$ cat src/rtl/dmem_access_ctrl_pkg.sv
// dmem_access_ctrl_pkg
// Shared definitions for the data-memory load/store controller:
//   - RV32I load/store funct3 codes (size and signedness)
//   - controller state encoding (3 bits)
//   - ls_illegal(): alignment / encoding legality check for one request
package dmem_access_ctrl_pkg;

    localparam logic [2:0] LS_B  = 3'b000;
    localparam logic [2:0] LS_H  = 3'b001;
    localparam logic [2:0] LS_W  = 3'b010;
    localparam logic [2:0] LS_BU = 3'b100;
    localparam logic [2:0] LS_HU = 3'b101;

    typedef enum logic [2:0] {
        DAC_IDLE = 3'd0,
        DAC_RD   = 3'd1,
        DAC_WR   = 3'd2,
        DAC_RESP = 3'd3,
        DAC_ERR  = 3'd4
    } dac_state_e;

    // A request is illegal if funct3 is unused, if a store asks for an
    // unsigned size (bit 2 only means "zero-extend" for loads), or if the
    // address is not naturally aligned for the access size.
    function automatic logic ls_illegal(input logic       is_store,
                                        input logic [2:0] f3,
                                        input logic [1:0] lo);
        logic bad;
        bad = 1'b0;
        case (f3)
            LS_B, LS_BU: bad = 1'b0;
            LS_H, LS_HU: bad = lo[0];
            LS_W:        bad = (lo != 2'b00);
            default:     bad = 1'b1;
        endcase
        if (is_store && f3[2]) begin
            bad = 1'b1;
        end
        return bad;
    endfunction

endpackage

$ cat src/rtl/dmem_access_ctrl_lane.sv
// ls_lane
// Purely combinational byte/half lane logic for a word-only memory.
// Ports:
//   word       in  XLEN : memory word being read or modified
//   addr_lo    in  2    : low address bits (byte lane / half lane select)
//   funct3     in  3    : RV32I size/sign field
//   wdata      in  XLEN : right-justified store data
//   load_data  out XLEN : extracted and sign/zero-extended load value
//   store_word out XLEN : word with the store data merged into its lane
module ls_lane
    import dmem_access_ctrl_pkg::*;
#(
    parameter int XLEN = 32
) (
    input  logic [XLEN-1:0] word,
    input  logic [1:0]      addr_lo,
    input  logic [2:0]      funct3,
    input  logic [XLEN-1:0] wdata,
    output logic [XLEN-1:0] load_data,
    output logic [XLEN-1:0] store_word
);

    logic [7:0]  byte_sel;
    logic [15:0] half_sel;

    // Lane selection: byte lane is addr[1:0], half lane is addr[1].
    always_comb begin
        byte_sel = word[8*addr_lo +: 8];
        half_sel = addr_lo[1] ? word[31:16] : word[15:0];
    end

    // Load extension: signed sizes replicate the lane's top bit.
    always_comb begin
        load_data = '0;
        case (funct3)
            LS_B:    load_data = {{(XLEN-8){byte_sel[7]}}, byte_sel};
            LS_BU:   load_data = {{(XLEN-8){1'b0}}, byte_sel};
            LS_H:    load_data = {{(XLEN-16){half_sel[15]}}, half_sel};
            LS_HU:   load_data = {{(XLEN-16){1'b0}}, half_sel};
            LS_W:    load_data = word;
            default: load_data = '0;
        endcase
    end

    // Store merge: sub-word stores overwrite only their lane of the
    // previously read word, so the memory can take a full-word write.
    always_comb begin
        store_word = word;
        case (funct3)
            LS_B:    store_word[8*addr_lo +: 8] = wdata[7:0];
            LS_H:    begin
                if (addr_lo[1]) begin
                    store_word[31:16] = wdata[15:0];
                end else begin
                    store_word[15:0] = wdata[15:0];
                end
            end
            LS_W:    store_word = wdata;
            default: store_word = word;
        endcase
    end

endmodule

$ cat src/rtl/dmem_access_ctrl.sv
// dmem_access_ctrl
// Multi-cycle RV32I load/store controller in front of a word-only data
// memory. One request per handshake; sub-word stores are done as
// read-modify-write. Completion is a one-cycle resp_valid pulse.
// Ports:
//   clk, reset            : clock, synchronous active-high reset
//   req_valid/req_ready   : request handshake (ready only in IDLE)
//   req_we, req_funct3    : store flag and RV32I size/sign field
//   req_addr, req_wdata   : byte address and right-justified store data
//   req_pc                : instruction PC, forwarded as mem_pc
//   resp_valid/err/rdata  : completion pulse, error flag, load result
//   mem_we/a/wd/pc        : word write strobe, aligned address, data, PC
//   mem_rd                : combinational read data for mem_a
module dmem_access_ctrl
    import dmem_access_ctrl_pkg::*;
#(
    parameter int XLEN      = 32,
    parameter int ADDR_SIZE = 32
) (
    input  logic                 clk,
    input  logic                 reset,
    input  logic                 req_valid,
    output logic                 req_ready,
    input  logic                 req_we,
    input  logic [2:0]           req_funct3,
    input  logic [XLEN-1:0]      req_addr,
    input  logic [XLEN-1:0]      req_wdata,
    input  logic [ADDR_SIZE-1:0] req_pc,
    output logic                 resp_valid,
    output logic                 resp_err,
    output logic [XLEN-1:0]      resp_rdata,
    output logic                 mem_we,
    output logic [XLEN-1:0]      mem_a,
    output logic [XLEN-1:0]      mem_wd,
    output logic [ADDR_SIZE-1:0] mem_pc,
    input  logic [XLEN-1:0]      mem_rd
);

    dac_state_e state_q, state_d;

    logic [XLEN-1:0]      addr_q;
    logic [XLEN-1:0]      wdata_q;
    logic [2:0]           funct3_q;
    logic                 we_q;
    logic [ADDR_SIZE-1:0] pc_q;
    logic [XLEN-1:0]      word_q;
    logic [XLEN-1:0]      rdata_q;

    logic                 accept;
    logic [XLEN-1:0]      lane_word;
    logic [XLEN-1:0]      lane_load;
    logic [XLEN-1:0]      lane_store;

    assign accept = req_valid && (state_q == DAC_IDLE);

    // In RD the load result is taken straight from mem_rd so it can be
    // registered on the RD->RESP edge; in WR the merge uses the word
    // captured during RD.
    assign lane_word = (state_q == DAC_RD) ? mem_rd : word_q;

    ls_lane #(.XLEN(XLEN)) u_lane (
        .word       (lane_word),
        .addr_lo    (addr_q[1:0]),
        .funct3     (funct3_q),
        .wdata      (wdata_q),
        .load_data  (lane_load),
        .store_word (lane_store)
    );

    // State register plus request latches. rdata_q is cleared on accept so
    // stores and errors respond with zero, and otherwise holds the last
    // load result until the next request is taken.
    always_ff @(posedge clk) begin
        if (reset) begin
            state_q  <= DAC_IDLE;
            addr_q   <= '0;
            wdata_q  <= '0;
            funct3_q <= '0;
            we_q     <= 1'b0;
            pc_q     <= '0;
            word_q   <= '0;
            rdata_q  <= '0;
        end else begin
            state_q <= state_d;
            if (accept) begin
                addr_q   <= req_addr;
                wdata_q  <= req_wdata;
                funct3_q <= req_funct3;
                we_q     <= req_we;
                pc_q     <= req_pc;
                rdata_q  <= '0;
            end
            if (state_q == DAC_RD) begin
                word_q <= mem_rd;
                if (!we_q) begin
                    rdata_q <= lane_load;
                end
            end
        end
    end

    // Next-state logic. Only full-word stores skip the read phase.
    always_comb begin
        state_d = state_q;
        case (state_q)
            DAC_IDLE: begin
                if (req_valid) begin
                    if (ls_illegal(req_we, req_funct3, req_addr[1:0])) begin
                        state_d = DAC_ERR;
                    end else if (!req_we || (req_funct3 != LS_W)) begin
                        state_d = DAC_RD;
                    end else begin
                        state_d = DAC_WR;
                    end
                end
            end
            DAC_RD:   state_d = we_q ? DAC_WR : DAC_RESP;
            DAC_WR:   state_d = DAC_RESP;
            DAC_RESP: state_d = DAC_IDLE;
            DAC_ERR:  state_d = DAC_IDLE;
            default:  state_d = DAC_IDLE;
        endcase
    end

    // Outputs. The write strobe is gated by reset so a reset landing on a
    // WR cycle never reaches memory.
    always_comb begin
        req_ready  = (state_q == DAC_IDLE);
        resp_valid = (state_q == DAC_RESP) || (state_q == DAC_ERR);
        resp_err   = (state_q == DAC_ERR);
        resp_rdata = rdata_q;
        mem_we     = (state_q == DAC_WR) && !reset;
        mem_wd     = '0;
        mem_a      = '0;
        mem_pc     = '0;
        if (state_q == DAC_WR) begin
            mem_wd = lane_store;
        end
        if (state_q != DAC_IDLE) begin
            mem_a  = {addr_q[XLEN-1:2], 2'b00};
            mem_pc = pc_q;
        end
    end

endmodule

$ cat config.mk
export PLATFORM = sky130hd
export DESIGN_NAME = dmem_access_ctrl
export DESIGN_NICKNAME = d
export VERILOG_FILES = /design/src/rtl/dmem_access_ctrl_pkg.sv /design/src/rtl/dmem_access_ctrl_lane.sv /design/src/rtl/dmem_access_ctrl.sv
export SDC_FILE = /design/constraint.sdc
export NUM_CORES = 1
export LEC_CHECK = 0
export CAP_MARGIN = 15
export CORE_ASPECT_RATIO = 1.2
export CORE_MARGIN = 2
export CORE_UTILIZATION = 42
export DETAILED_ROUTE_END_ITERATION = 8
export GPL_TIMING_DRIVEN = 0
export PLACE_DENSITY_LB_ADDON = 0.15
export SKIP_CTS_REPAIR_TIMING = 1
export SLEW_MARGIN = 20
export SYNTH_ARGS = -nofsm -noshare
export SYNTH_HDL_FRONTEND = slang
export SYNTH_SLANG_ARGS = --single-unit
$ cat constraint.sdc
create_clock -name clk -period 2 [get_ports clk]
set_input_delay 0.2 -clock clk [delete_from_list [all_inputs] [get_ports clk]]
set_output_delay 0.2 -clock clk [all_outputs]
set_load 0.03 [all_outputs]
# Word level (Yosys, flattened, before mapping)
# Cells that the tools add are included.
[totals] register_bits=167 input_bits=135 output_inout_bits=132 elab_cells=62
[op_classes] n_mux=22 n_eq_ne=14 n_shift=3 reduce_logical=14 n_addsub=1
[op_table] cell="two-way mux 32 bit" count=7
[op_table] cell="case mux 32 bit (5 select lines)" count=1
[op_table] cell="case mux 32 bit (3 select lines)" count=1
[op_table] cell="two-way mux 16 bit" count=3
[op_table] cell="negator 5 -> 34 bit" count=1
[op_table] cell="variable shift 8 x 34 -> 32 bit (first input constant)" count=1
[op_table] cell="indexed part select 8 x 34 -> 32 bit" count=1
[op_table] cell="bitwise mux 32 bit" count=1
[op_table] cell="indexed part select 32 x 6 -> 8 bit" count=1
[op_table] cell="== test 3 bit (second input constant)" count=5
[op_table] cell="== test 3 x 2 -> 1 bit (second input constant)" count=4
[op_table] cell="== test 3 x 1 -> 1 bit (second input constant)" count=3
[op_table] cell="logical NOT 3 bit" count=3
[op_table] cell="case mux 3 bit (3 select lines)" count=1
[op_table] cell="two-way mux 3 bit" count=2
[op_table] cell="two-way mux 1 bit" count=4
[op_table] cell="OR reduction 2 bit" count=2
[op_table] cell="logical AND 1 bit" count=3
[op_table] cell="!= test 3 x 2 -> 1 bit (second input constant)" count=1
[op_table] cell="case mux 1 bit (3 select lines)" count=1
[op_table] cell="nonzero test 3 bit" count=1
[op_table] cell="logical NOT 1 bit" count=2
[op_table] cell="logical OR 1 bit" count=2
[op_table] cell="two-way mux 2 bit" count=1
[op_table] cell="other kinds (2)" count=2

# Depth between registers and ports, before layout
# Gate-level depths: netlist (run 1).
[logic_depth] depth_word=9 depth_mapped=9 mapped_depth_nobuf=7

# Modules after synthesis
# Synthesis (run 1) repeated with hierarchy kept, for this count alone.
[unflattened] hier_cells=1088 area_unflattened_um2=8973.6
[modules_own_cells] mod="dmem_access_ctrl" n_inst=1 cells_each=817 area_each_um2=6998.0 seq_area_each_um2=3343.2
[modules_own_cells] mod="ls_lane" n_inst=1 cells_each=271 area_each_um2=1975.6 seq_area_each_um2=0.0

# Worst setup path before layout (run 1)
# Ideal clock, no wire load.
[synth_path] kind="register to output" from="register addr_q[0]" to="output mem_wd[16]" path_slack_ns=-0.566 arrival_time_ns=2.366 path_buffers=2 required_time_ns=1.800 stages_incl_launch_ff=10 cell_sequence="dfxtp_1 clkbuf_1 inv_1 ha_1 a211oi_1 and4_1 clkbuf_1 o2bb2ai_1 nand2_1 a21oi_1"
[synth_via] elab_chain_len=5 word_cells_on_any_way=6 classes_between="add/sub (1); shift (2); mux (3)"
[synth_lines] element="start: declaration" line_no="dmem_access_ctrl.sv:41" source="logic [XLEN-1:0] addr_q;"
[synth_lines] element="start signal: assignment" line_no="dmem_access_ctrl.sv:86" source="addr_q <= req_addr;"
[synth_lines] element="negator 5 -> 34 bit *" line_no="dmem_access_ctrl_lane.sv:50" source="LS_B: store_word[8*addr_lo +: 8] = wdata[7:0];"
[synth_lines] element="indexed part select 8 x 34 -> 32 bit or variable shift 8 x 34 -> 32 bit (tied branches)" line_no="dmem_access_ctrl_lane.sv:50"
[synth_lines] element="bitwise mux 32 bit *" line_no="dmem_access_ctrl_lane.sv:50"
[synth_lines] element="case mux 32 bit (3 select lines) *" line_no="dmem_access_ctrl_lane.sv:49" source="case (funct3)"
[synth_lines] element="two-way mux 32 bit *" line_no="dmem_access_ctrl.sv:136" source="if (state_q == DAC_WR) begin"
[synth_lines] element="end: declaration" line_no="dmem_access_ctrl.sv:34" source="output logic [XLEN-1:0] mem_wd,"
# Mark *: on every way between the ends. The rest lies on a longest branch, timed or not.

# Worst setup path after layout (run 1)
[layout_path] from="register addr_q[0]" to="output mem_wd[23]"
# The elaborated chain is that of the path after synthesis.

==> run_results.csv, run 1 <==
group,metric,value,unit
timing,finalCriticalPeriod,2650,ps
timing,finalClockSkew,7.70,ps
die,core-area,18800,µm²
timing,tns,-26590,ps
timing,max_slew_margin,50.2,%
finish,drive_gt1_share,24.2,%
logic_synthesis,yosysWarnings,0,
die,rows,55,
timing,setup_viol,118,
logic_synthesis,async_flop_share,0,%
logic_synthesis,synth_area_leaders,"dfxtp_1 (42%), nand2_1 (13%), a21oi_1 (9.6%)",
finish,seq_area,3350,µm²
status,status,"finished with violations",
route,route.detailed.drc,0,
timing,hold_viol,0,
finish,area_growth_syn_to_layout,67.5,%
hold_path,hold_path_class,"in2reg",
die,pin_count,267,
clock_network,cts.sinks,167,
critical_path,required,1800,ps
route,first_pass_iters,7,
status,violations,"negative setup slack",
pwr,leakagePower,0.00571,µW
global_routing,grt-ovfl-total,0,
timing,drv_slew,0,
global_routing,antenna_found_initial,0,
run,max-cap-violations,0,
timing,max_freq,0.378,GHz
die,start_util,42.6,%
route,highest_layer,"met4",
route,drt_iter0_drc,670,
critical_path,r2r-end,"resp_rdata[23]$_SDFF_PP0_",
logic_synthesis,yosysTopAreaCellShare,41.8,%
critical_path,startpoint_type,"flop",
clock_network,clkTransAtPathRegs,70,ps
critical_path,r2r_cells,11,
clock_network,tritoncts,"built",
timing,min_period_over_period,132,%
clock_network,clk_latency,440,ps
logic_synthesis,synth_common_cells,"nand2_1 (267), dfxtp_1 (167), a21oi_1 (154)",
logic_synthesis,avgSynthCellArea,7.66,µm²
clock_network,htree_levels,4,
pwr,powerDensity,807,nW/µm²
timing,layout_setup_ws,-647,ps
critical_path,end_kind,"primary output",
pwr,ir_drop,0.000744,V
route,wl_met3,2430,µm
route,wl,30700,µm
finish,final_core_util,71.4,%
critical_path,r2r_start,"state_q[0]$_SDFFE_PP0P_",
global_routing,grt_max_degree,17,
finish,antenna_cells,0,
logic_synthesis,seq_area_frac_synth,41.8,%
finish,multi_input_area,5180,µm²
timing,tightest_slew,747,ps
finish,fin_nets,1522,
route,drt-met1-wl,11600,µm
critical_path,arrival,2450,ps
hold_path,hp-start,"req_addr[15]",
route,wl_per_cell,18.6,µm
clock_network,clock_path_buffers,2,
logic_synthesis,synthMostInstantiatedCell,"nand2_1",
placed_design,gp_congestion,0.960,
global_routing,grt_first_pass_wirelength,43600,µm
route,via_count,8918,
route,met2WireLength,15500,µm
logic_synthesis,ys_types,51,
logic_synthesis,syn_area,8010,µm²
logic_synthesis,synth_seq_cells,167,
route,drtAntennaViolNets,0,
clock_network,cts_root_buf,"clkbuf_16",
placed_design,portBuffers,263,
timing,rsz0062_at_grt,"yes",
die,dieArea,20200,µm²
logic_synthesis,synth_edf_count,0,
finish,final_area,13400,µm²
die,die_h,155,µm
logic_synthesis,synthCells,1045,
placed_design,post_dp_cell_area,11200,µm²
finish,nFillCells,1493,
hold_path,min_path_cells,3,
critical_path,cp_max_fo,8,
clock_network,cts_buffers,17,
die,die_x,130,µm
critical_path,rrSetupSlack,-170,ps
critical_path,path_class,"reg2out",
placed_design,dp_hpwl,21500,µm
logic_synthesis,synth_top_cell_by_area,"dfxtp_1",
global_routing,grt_pass1_vias,8055,
logic_synthesis,synth_ff_type,"dfxtp_1",
hold_path,min_to,"addr_q[15]$_SDFFE_PP0P_",
timing,whs,305,ps
route,routed_via_density,5.40,
global_routing,grt_use_total,28.0,%
==> sequential cells by signal (all words and copies together), names as in the netlist <==
signal / count
state_q: 3
addr_q: 32
we_q: 1
funct3_q: 3
wdata_q: 32
resp_rdata: 32
word_q: 32
pc_q: 32
==> worst max-delay path, stage by stage (launching register included) <==
cell,delay [ps]
dfxtp_2,330
buf_6,130
clkinvlp_4,140
ha_4,200
a211oi_4,240
and4_1,250
buf_6,160
o2bb2ai_1,140
nand2_1,110
a21oi_4,150
buf_6,150
==> metal layers <==
| layer | GRT usage [%] | vias to the layer above |
|---|---|---|
| met2 | 47.4 | 373 |
| met5 | 0 | - |
| met3 | 7.19 | 74 |
| li1 | - | 4255 |
| met4 | 10.3 | 0 |
| met1 | 33.9 | 4216 |
==> where the power goes <==
part	leakage (µW)	internal [µW]	switching (µW)
Combinational	0.00404	1560	1960
Sequential	0.00137	3590	207
Clock	0.000307	2120	1400
Total	0.00571	7260	3570
==> cell families after synthesis <==
kind of cell    Yosys count  synth area share, %
mux                      47                 6.17
flops                   167                 41.8
other cells               1               0.0468
fa+ha+maj                 5                0.781
compound gates          284                 22.2
simple gates            445                 24.0
buf+inv                  96                 5.06
==> metrics by stage <==
stage,total power [µW],setup WS [ps],cells
floorplan,5470,-17.5,1046
detailed placement,6530,-1010,1565
CTS,10000,-1500,1596
global placement,6500,-991,1565
finish,10800,-647,1650
global route,11200,-756,1650
==> final cells by class <==
cell class / count / share of cell area (%)
plain buffers: 84 / 4.02
clock buffers: 19 / 3.30
clock inverters: 12 / 1.31
inverters: 7 / 0.280
multi-input cells: 783 / 38.6
flip-flops and latches: 167 / 25.0
well taps: 256 / 2.39
repair buffers: 322 / 25.1
==> how the worst max path moves through the flow <==
stage / slack [ps] / start / to / depth (start not counted)
2_1_floorplan: -20 / state_q[0]$_SDFFE_PP0P_ / mem_wd[12] / 8
3_3_place_gp: -990 / state_q[0]$_SDFFE_PP0P_ / mem_wd[16] / 9
3_5_place_dp: -1010 / state_q[0]$_SDFFE_PP0P_ / mem_wd[16] / 9
4_1_cts: -1500 / state_q[0]$_SDFFE_PP0P_ / mem_wd[16] / 9
5_1_grt: -760 / state_q[0]$_SDFFE_PP0P_ / mem_wd[12] / 9
6_report: -650 / addr_q[0]$_SDFFE_PP0P_ / mem_wd[23] / 10
==> layout by cell type, fill, tap and decap left out, types with 6 or more instances in the layout <==
cell,netlist,final
nand2_1,267,260
o22ai_2,0,8
clkbuf_16,0,22
clkbuf_2,0,29
a22oi_1,23,18
a211oi_1,8,7
buf_6,2,45
mux2i_1,37,10
a311oi_1,7,6
a21oi_4,0,10
buf_4,5,45
clkdlybuf4s50_1,0,165
clkbuf_1,65,27
a21oi_1,154,138
a221oi_2,0,13
nor2_1,82,60
nor2_2,0,17
dlymetal6s2s_1,0,60
nor2b_1,73,72
buf_2,9,14
dfxtp_2,0,6
o21ai_1,12,14
mux2i_4,0,26
nand2_2,0,7
clkbuf_4,0,7
o22a_1,17,16
a21oi_2,9,15
dfxtp_1,167,160
No activity file was read; power rests on OpenSTA's default activity.
==> inputs of run 2 (changes only) <==
--- a/config.mk
+++ b/config.mk
@@ -17,3 +17,4 @@
 export SYNTH_ARGS = -nofsm -noshare
 export SYNTH_HDL_FRONTEND = slang
 export SYNTH_SLANG_ARGS = --single-unit
+export TNS_END_PERCENT = 30
==> run 2 against run 1 <==
The run still ends with negative setup slack left. Global-route usage up 0.64 points. Cell area down 6.1%. Clock power down 3%. Maximum frequency is 0.22% higher. Sequential cell count unchanged. Sequential power barely moved. Clock skew is 0.68 ps lower. First-iteration DRC count is 3.1% higher. Count of clock-buffer cells in the layout unchanged. Worst setup slack gained 5.7 ps. Critical path depth shrank 1. Non-clock buffer count shrank 13. Largest cell class unchanged. Largest power group unchanged.
==> run_results.csv, run 2 (synthesized netlist as in run 1, its figures left out) <==
group,metric,value,unit
clock_network,cts.sinks,167,
finish,fin_nets,1509,
finish,final_cell_mix,"nand2_1 (256), clkdlybuf4s50_1 (165), dfxtp_1 (161)",
route,via_count,8791,
clock_network,clk_latency,440,ps
critical_path,path_class,"reg2out",
pwr,ir_drop,0.000677,V
timing,min_period_over_period,132,%
placed_design,portBuffers,263,
placed_design,gp_congestion,0.958,
global_routing,grt_first_pass_wirelength,44000,µm
hold_path,min_path_cells,3,
pwr,power_frac_seq,36.4,%
finish,final_common_cell,"nand2_1",
die,start_util,42.6,%
status,violations,"negative setup slack",
global_routing,grt_max_degree,17,
clock_network,cts_buffers,17,
placed_design,dpl.cell_count,1565,
timing,max_freq,0.379,GHz
clock_network,tritoncts,"built",
timing,hold_viol,0,
die,die_h,155,µm
pwr,power,10400,µW
run,max-cap-violations,0,
critical_path,end_kind,"primary output",
placed_design,dp_hpwl,22300,µm
hold_path,hold_path_class,"in2reg",
route,first_pass_iters,5,
critical_path,required,1800,ps
die,pin_count,267,
global_routing,grt-ovfl-total,0,
die,die_x,130,µm
critical_path,slowest_stage,"mux2i_4",
critical_path,startpoint_type,"flop",
finish,final_area,12600,µm²
route,wl,30500,µm
critical_path,worst-path-stages,9,
critical_path,arrival,2440,ps
timing,tightest_slew,704,ps
pwr,power_switching,3580,µW
pwr,p_clk_share,32.6,%
finish,drive_gt1_share,23.8,%
critical_path,cp_slowest_stage_delay,390,ps
critical_path,crit_buf_inv,5,
route,drtAntennaViolNets,0,
global_routing,grt_pass1_vias,7919,
route,drt_iter0_drc,691,
finish,area_growth_syn_to_layout,57.2,%
critical_path,crit_path_frequent_cell,"buf_6",
global_routing,antenna_found_initial,0,
critical_path,cp_cell_sequence,"buf_6, nor3b_4, buf_4, clkbuf_16, buf_12, mux2i_4, o22a_1, a21oi_4, buf_6",
clock_network,htree_levels,4,
finish,nFillCells,1601,
die,core-area,18800,µm²
route,route.detailed.drc,0,
timing,finalCriticalPeriod,2640,ps
finish,fin_cells,1637,
timing,drv_slew,0,
finish,antenna_cells,0,
clock_network,cts_root_buf,"clkbuf_16",
timing,setup_viol,149,
pwr,swShare,34.2,%
clock_network,clock_path_buffers,2,
pwr,combPwrFrac,31.1,%
timing,max_slew_margin,53.1,%
status,status,"finished with violations",
pwr,leakagePower,0.00462,µW
placed_design,post_dp_cell_area,11100,µm²
timing,layout_setup_ws,-641,ps
die,dieArea,20200,µm²
timing,finalClockSkew,7.02,ps
die,rows,55,
timing,rsz0062_at_grt,"yes",
pwr,internal_power,6870,µW
route,wl_per_cell,18.6,µm
critical_path,critical_path.top_delay_family,"buffers and inverters",
route,routed_via_density,5.37,
critical_path,r2r_cells,10,
clock_network,clkTransAtPathRegs,70,ps
critical_path,cp_max_fo,6,
global_routing,grt_use_total,28.6,%
pwr,powerDensity,830,nW/µm²
-- run 2: final cells by class --
cell class	instances	area, µm²	area share (%)
plain buffers	86	519	4.12
clock buffers	19	453	3.60
multi-input cells	783	5020	39.9
repair buffers	307	2740	21.8
flip-flops and latches	167	3360	26.7
inverters	7	32.5	0.258
well taps	256	320	2.54
clock inverters	12	143	1.13
-- run 2: worst paths after layout --
check	start	slack (ps)	endpoint
worst max-delay path	state_q[0]$_SDFFE_PP0P_	-640	mem_wd[22]
worst min-delay path	req_addr[17]	300	addr_q[17]$_SDFFE_PP0P_
worst max register to register	state_q[0]$_SDFFE_PP0P_	-240	resp_rdata[29]$_SDFF_PP0_
worst min register to register	addr_q[3]$_SDFFE_PP0P_	450	addr_q[3]$_SDFFE_PP0P_
-- run 2: metrics by stage --
| stage | util [%] | hold slack [ps] | worst slack (ps) | setup TNS [ps] |
|---|---|---|---|---|
| 2_1_floorplan | - | 328 | -141 | -828 |
| 3_3_place_gp | 59.2 | 437 | -1040 | -76160 |
| 3_5_place_dp | 59.2 | 442 | -1080 | -80130 |
| 4_1_cts | 62.4 | 296 | -1550 | -126000 |
| 5_1_grt | 67.0 | 301 | -703 | -47470 |
| 6_report | 67.0 | 302 | -641 | -25540 |
-- run 2: routing by layer --
layer	up-vias	track usage, %	routed length, µm
li1	4221	-	-
met1	4120	34.0	11800
met2	360	48.7	15000
met3	90	7.81	2330
met4	0	11.1	1410
met5	-	0	0
-- run 2: worst min-delay path: stages --
cell	delay (ps)
clkdlybuf4s50_1	390
nand2_1	50
a21oi_1	50
-- run 2: power groups by stage --
| stage | combinational [µW] | sequential, µW | clock (µW) |
|---|---|---|---|
| CTS | 2680 | 3760 | 3400 |
| finish | 3240 | 3800 | 3400 |
| global placement | 2650 | 3830 | 0 |
| floorplan | 1660 | 3790 | 0 |
| global route | 3460 | 3820 | 3550 |
| detailed placement | 2670 | 3840 | 0 |
==> inputs of run 3 (changes only) <==
--- a/config.mk
+++ b/config.mk
@@ -8,7 +8,7 @@
 export CAP_MARGIN = 15
 export CORE_ASPECT_RATIO = 1.2
 export CORE_MARGIN = 2
-export CORE_UTILIZATION = 42
+export CORE_UTILIZATION = 43
 export DETAILED_ROUTE_END_ITERATION = 8
 export GPL_TIMING_DRIVEN = 0
 export PLACE_DENSITY_LB_ADDON = 0.15
@@ -16,5 +16,6 @@
 export SLEW_MARGIN = 20
 export SYNTH_ARGS = -nofsm -noshare
 export SYNTH_HDL_FRONTEND = slang
+export SYNTH_HIERARCHICAL = 1
 export SYNTH_SLANG_ARGS = --single-unit
 export TNS_END_PERCENT = 30
==> run 3 against run 2 <==
The flow still finishes with violations (negative setup slack). Wire length is 2.3% higher. Worst setup slack worse by 160 ps. Sequential cell count stayed put. Clock skew is 2.5 ps higher. Register-to-register slack worse by 440 ps. First-iteration DRC count is 19% lower. Synthesized cell count is 4.1% higher. Utilization is 1.2 points lower. Highest routed layer unchanged.
==> run_results.csv, run 3 <==
group,metric,value,unit
timing,setup_viol,122,
global_routing,grt_max_degree,19,
logic_synthesis,syn_area,8970,µm²
clock_network,cts_buffers,17,
timing,finalCriticalPeriod,2800,ps
timing,layout_setup_ws,-799,ps
finish,area_growth_syn_to_layout,49.5,%
logic_synthesis,synthCells,1088,
critical_path,rrSetupSlack,-680,ps
placed_design,portBuffers,263,
die,start_util,44.0,%
clock_network,clk_latency,430,ps
critical_path,cp_max_fo,6,
global_routing,grt_use_met3,8.11,%
status,status,"finished with violations",
logic_synthesis,synth_area_leaders,"dfxtp_1 (37%), nand2_1 (9.0%), a21oi_1 (7.0%)",
critical_path,path_class,"reg2out",
timing,tightest_slew,780,ps
logic_synthesis,seq_area_frac_synth,37.3,%
critical_path,required,1800,ps
global_routing,grt_pass1_vias,8619,
timing,max_freq,0.357,GHz
logic_synthesis,avgSynthCellArea,8.25,µm²
clock_network,clkTransAtPathRegs,80,ps
critical_path,arrival,2600,ps
die,dieArea,22000,µm²
route,drt_iter0_drc,563,
critical_path,slowest_stage,"dfxtp_4",
logic_synthesis,yosysTopAreaCellShare,37.3,%
global_routing,met1_usage,32.1,%
route,via_count,9052,
timing,rsz0062_at_grt,"yes",
clock_network,cts_root_buf,"clkbuf_16",
finish,fin_nets,1558,
logic_synthesis,synth_seq_cells,167,
route,drtAntennaViolNets,0,
logic_synthesis,synth_ff_type,"dfxtp_1",
critical_path,crit_path_frequent_cell,"buf_6",
finish,drive_gt1_share,21.5,%
logic_synthesis,ys_types,65,
clock_network,cts.sinks,167,
die,die_h,162,µm
critical_path,end_kind,"primary output",
global_routing,grt_first_pass_wirelength,46700,µm
timing,finalClockSkew,9.53,ps
timing,min_period_over_period,140,%
logic_synthesis,synth_top_cell_by_area,"dfxtp_1",
logic_synthesis,async_flop_share,0,%
hold_path,hold_path_class,"in2reg",
global_routing,top_usage_layer,"met2",
die,rows,57,
finish,nFillCells,1825,
critical_path,cp_cell_sequence,"nor3b_4, buf_6, buf_8, mux2_4, nor3b_2, a21oi_1, o22ai_1, a221o_1, and2_4, buf_6",
finish,final_cell_mix,"nand2_1 (214), clkdlybuf4s50_1 (210), dfxtp_1 (161)",
clock_network,htree_levels,4,
route,wl,31200,µm
placed_design,gp_congestion,0.944,
finish,final_common_cell,"nand2_1",
critical_path,startpoint_type,"flop",
die,pin_count,267,
pwr,leakagePower,0.00549,µW
die,die_x,136,µm
logic_synthesis,synth_common_cells,"nand2_1 (215), dfxtp_1 (167), a21oi_1 (126)",
global_routing,grt_use_total,27.4,%
logic_synthesis,synth_edf_count,0,
route,routed_via_density,5.34,
route,first_pass_iters,7,
global_routing,met2_usage,47.0,%
die,core-area,20400,µm²
route,wl_per_cell,18.4,µm
global_routing,antenna_found_initial,0,
placed_design,dp_hpwl,23100,µm
run,max-cap-violations,0,
critical_path,cp_slowest_stage_delay,370,ps
pwr,power,9350,µW
clock_network,tritoncts,"built",
finish,final_area,13400,µm²
timing,max_slew_margin,48.0,%
pwr,ir_drop,0.000606,V
placed_design,post_dp_cell_area,12100,µm²
status,violations,"negative setup slack",
logic_synthesis,yosysWarnings,6,
clock_network,clock_path_buffers,2,
global_routing,grt-ovfl-total,0,
logic_synthesis,synthMostInstantiatedCell,"nand2_1",
pwr,powerDensity,697,nW/µm²
timing,hold_viol,0,
finish,antenna_cells,0,
timing,drv_slew,0,
route,route.detailed.drc,0,
-- run 3: changes by cell type in the layout (fill, tap and decap cells not counted), sizes merged, moves of 31 or more --
| cell | previous run | this run |
|---|---|---|
| nand2 | 267 | 215 |
| nor2 | 82 | 20 |
| mux2 | 9 | 47 |
| and2 | 3 | 34 |
| inv | 11 | 76 |
| clkdlybuf4s50 | 165 | 210 |
| buf | 89 | 131 |
| a21oi | 163 | 126 |
| clkbuf | 150 | 61 |
| o32ai | 1 | 32 |
-- run 3: where the power goes --
group          switching (µW)  internal (µW)  leakage [µW]
combinational            1220           1080       0.00382
clock                    1570           1830      0.000302
sequential                141           3510       0.00137
total                    2930           6420       0.00549
-- run 3: final timing paths --
check                               start                   endpoint  cells past startpoint
setup / recovery  state_q[2]$_SDFFE_PP0P_                 mem_wd[23]                     10
hold / removal                 req_pc[12]      pc_q[12]$_SDFFE_PP0P_                      3
setup reg to reg  state_q[2]$_SDFFE_PP0P_  resp_rdata[15]$_SDFF_PP0_                     12
hold reg to reg      pc_q[6]$_SDFFE_PP0P_       pc_q[6]$_SDFFE_PP0P_                      2
-- run 3: cell type report --
class | instances | area [µm²] | area share, %
Buffer | 91 | 618 | 4.61
Clock buffer | 18 | 439 | 3.27
Clock inverter | 14 | 176 | 1.31
Inverter | 69 | 270 | 2.01
Multi-Input combinational cell | 759 | 5160 | 38.5
Sequential cell | 167 | 3360 | 25.0
Tap cell | 265 | 332 | 2.47
Timing Repair Buffer | 313 | 3060 | 22.8
-- run 3: logic make-up after synthesis --
group	synth area share, %
AOI/OAI and AO/OA	22.2
xor gates and xnor gates	0.0976
adders and majority gates	0.697
buffers and inverters	8.94
DFF	37.3
muxes	6.93
other	0.0418
and+or+nand+nor	23.8
-- run 3: per-layer routing --
layer  vias to the layer above  routed length [µm]
met5                         -                   0
met2                       355               15300
met1                      4218               12300
met3                        69                2510
met4                         0                1080
li1                       4410                   -
-- run 3: stage by stage --
| step | setup slack (ps) | std cells | util [%] | setup TNS, ps | hold slack (ps) |
|---|---|---|---|---|---|
| floorplan | -446 | 1089 | - | -11570 | 328 |
| global placement | -1070 | 1617 | 59.1 | -66950 | 437 |
| detailed placement | -1110 | 1617 | 59.1 | -70050 | 442 |
| CTS | -1600 | 1649 | 62.1 | -116610 | 293 |
| global route | -881 | 1696 | 65.8 | -80650 | 291 |
| finish | -799 | 1696 | 65.8 | -64060 | 303 |
-- run 3: worst max-delay path: cells and delay by family (launching register included) --
kind            cells  cell delay [ps]
simple gates        3              520
mux                 1              360
compound gates      3              470
buf+inv             3              440
flops               1              370
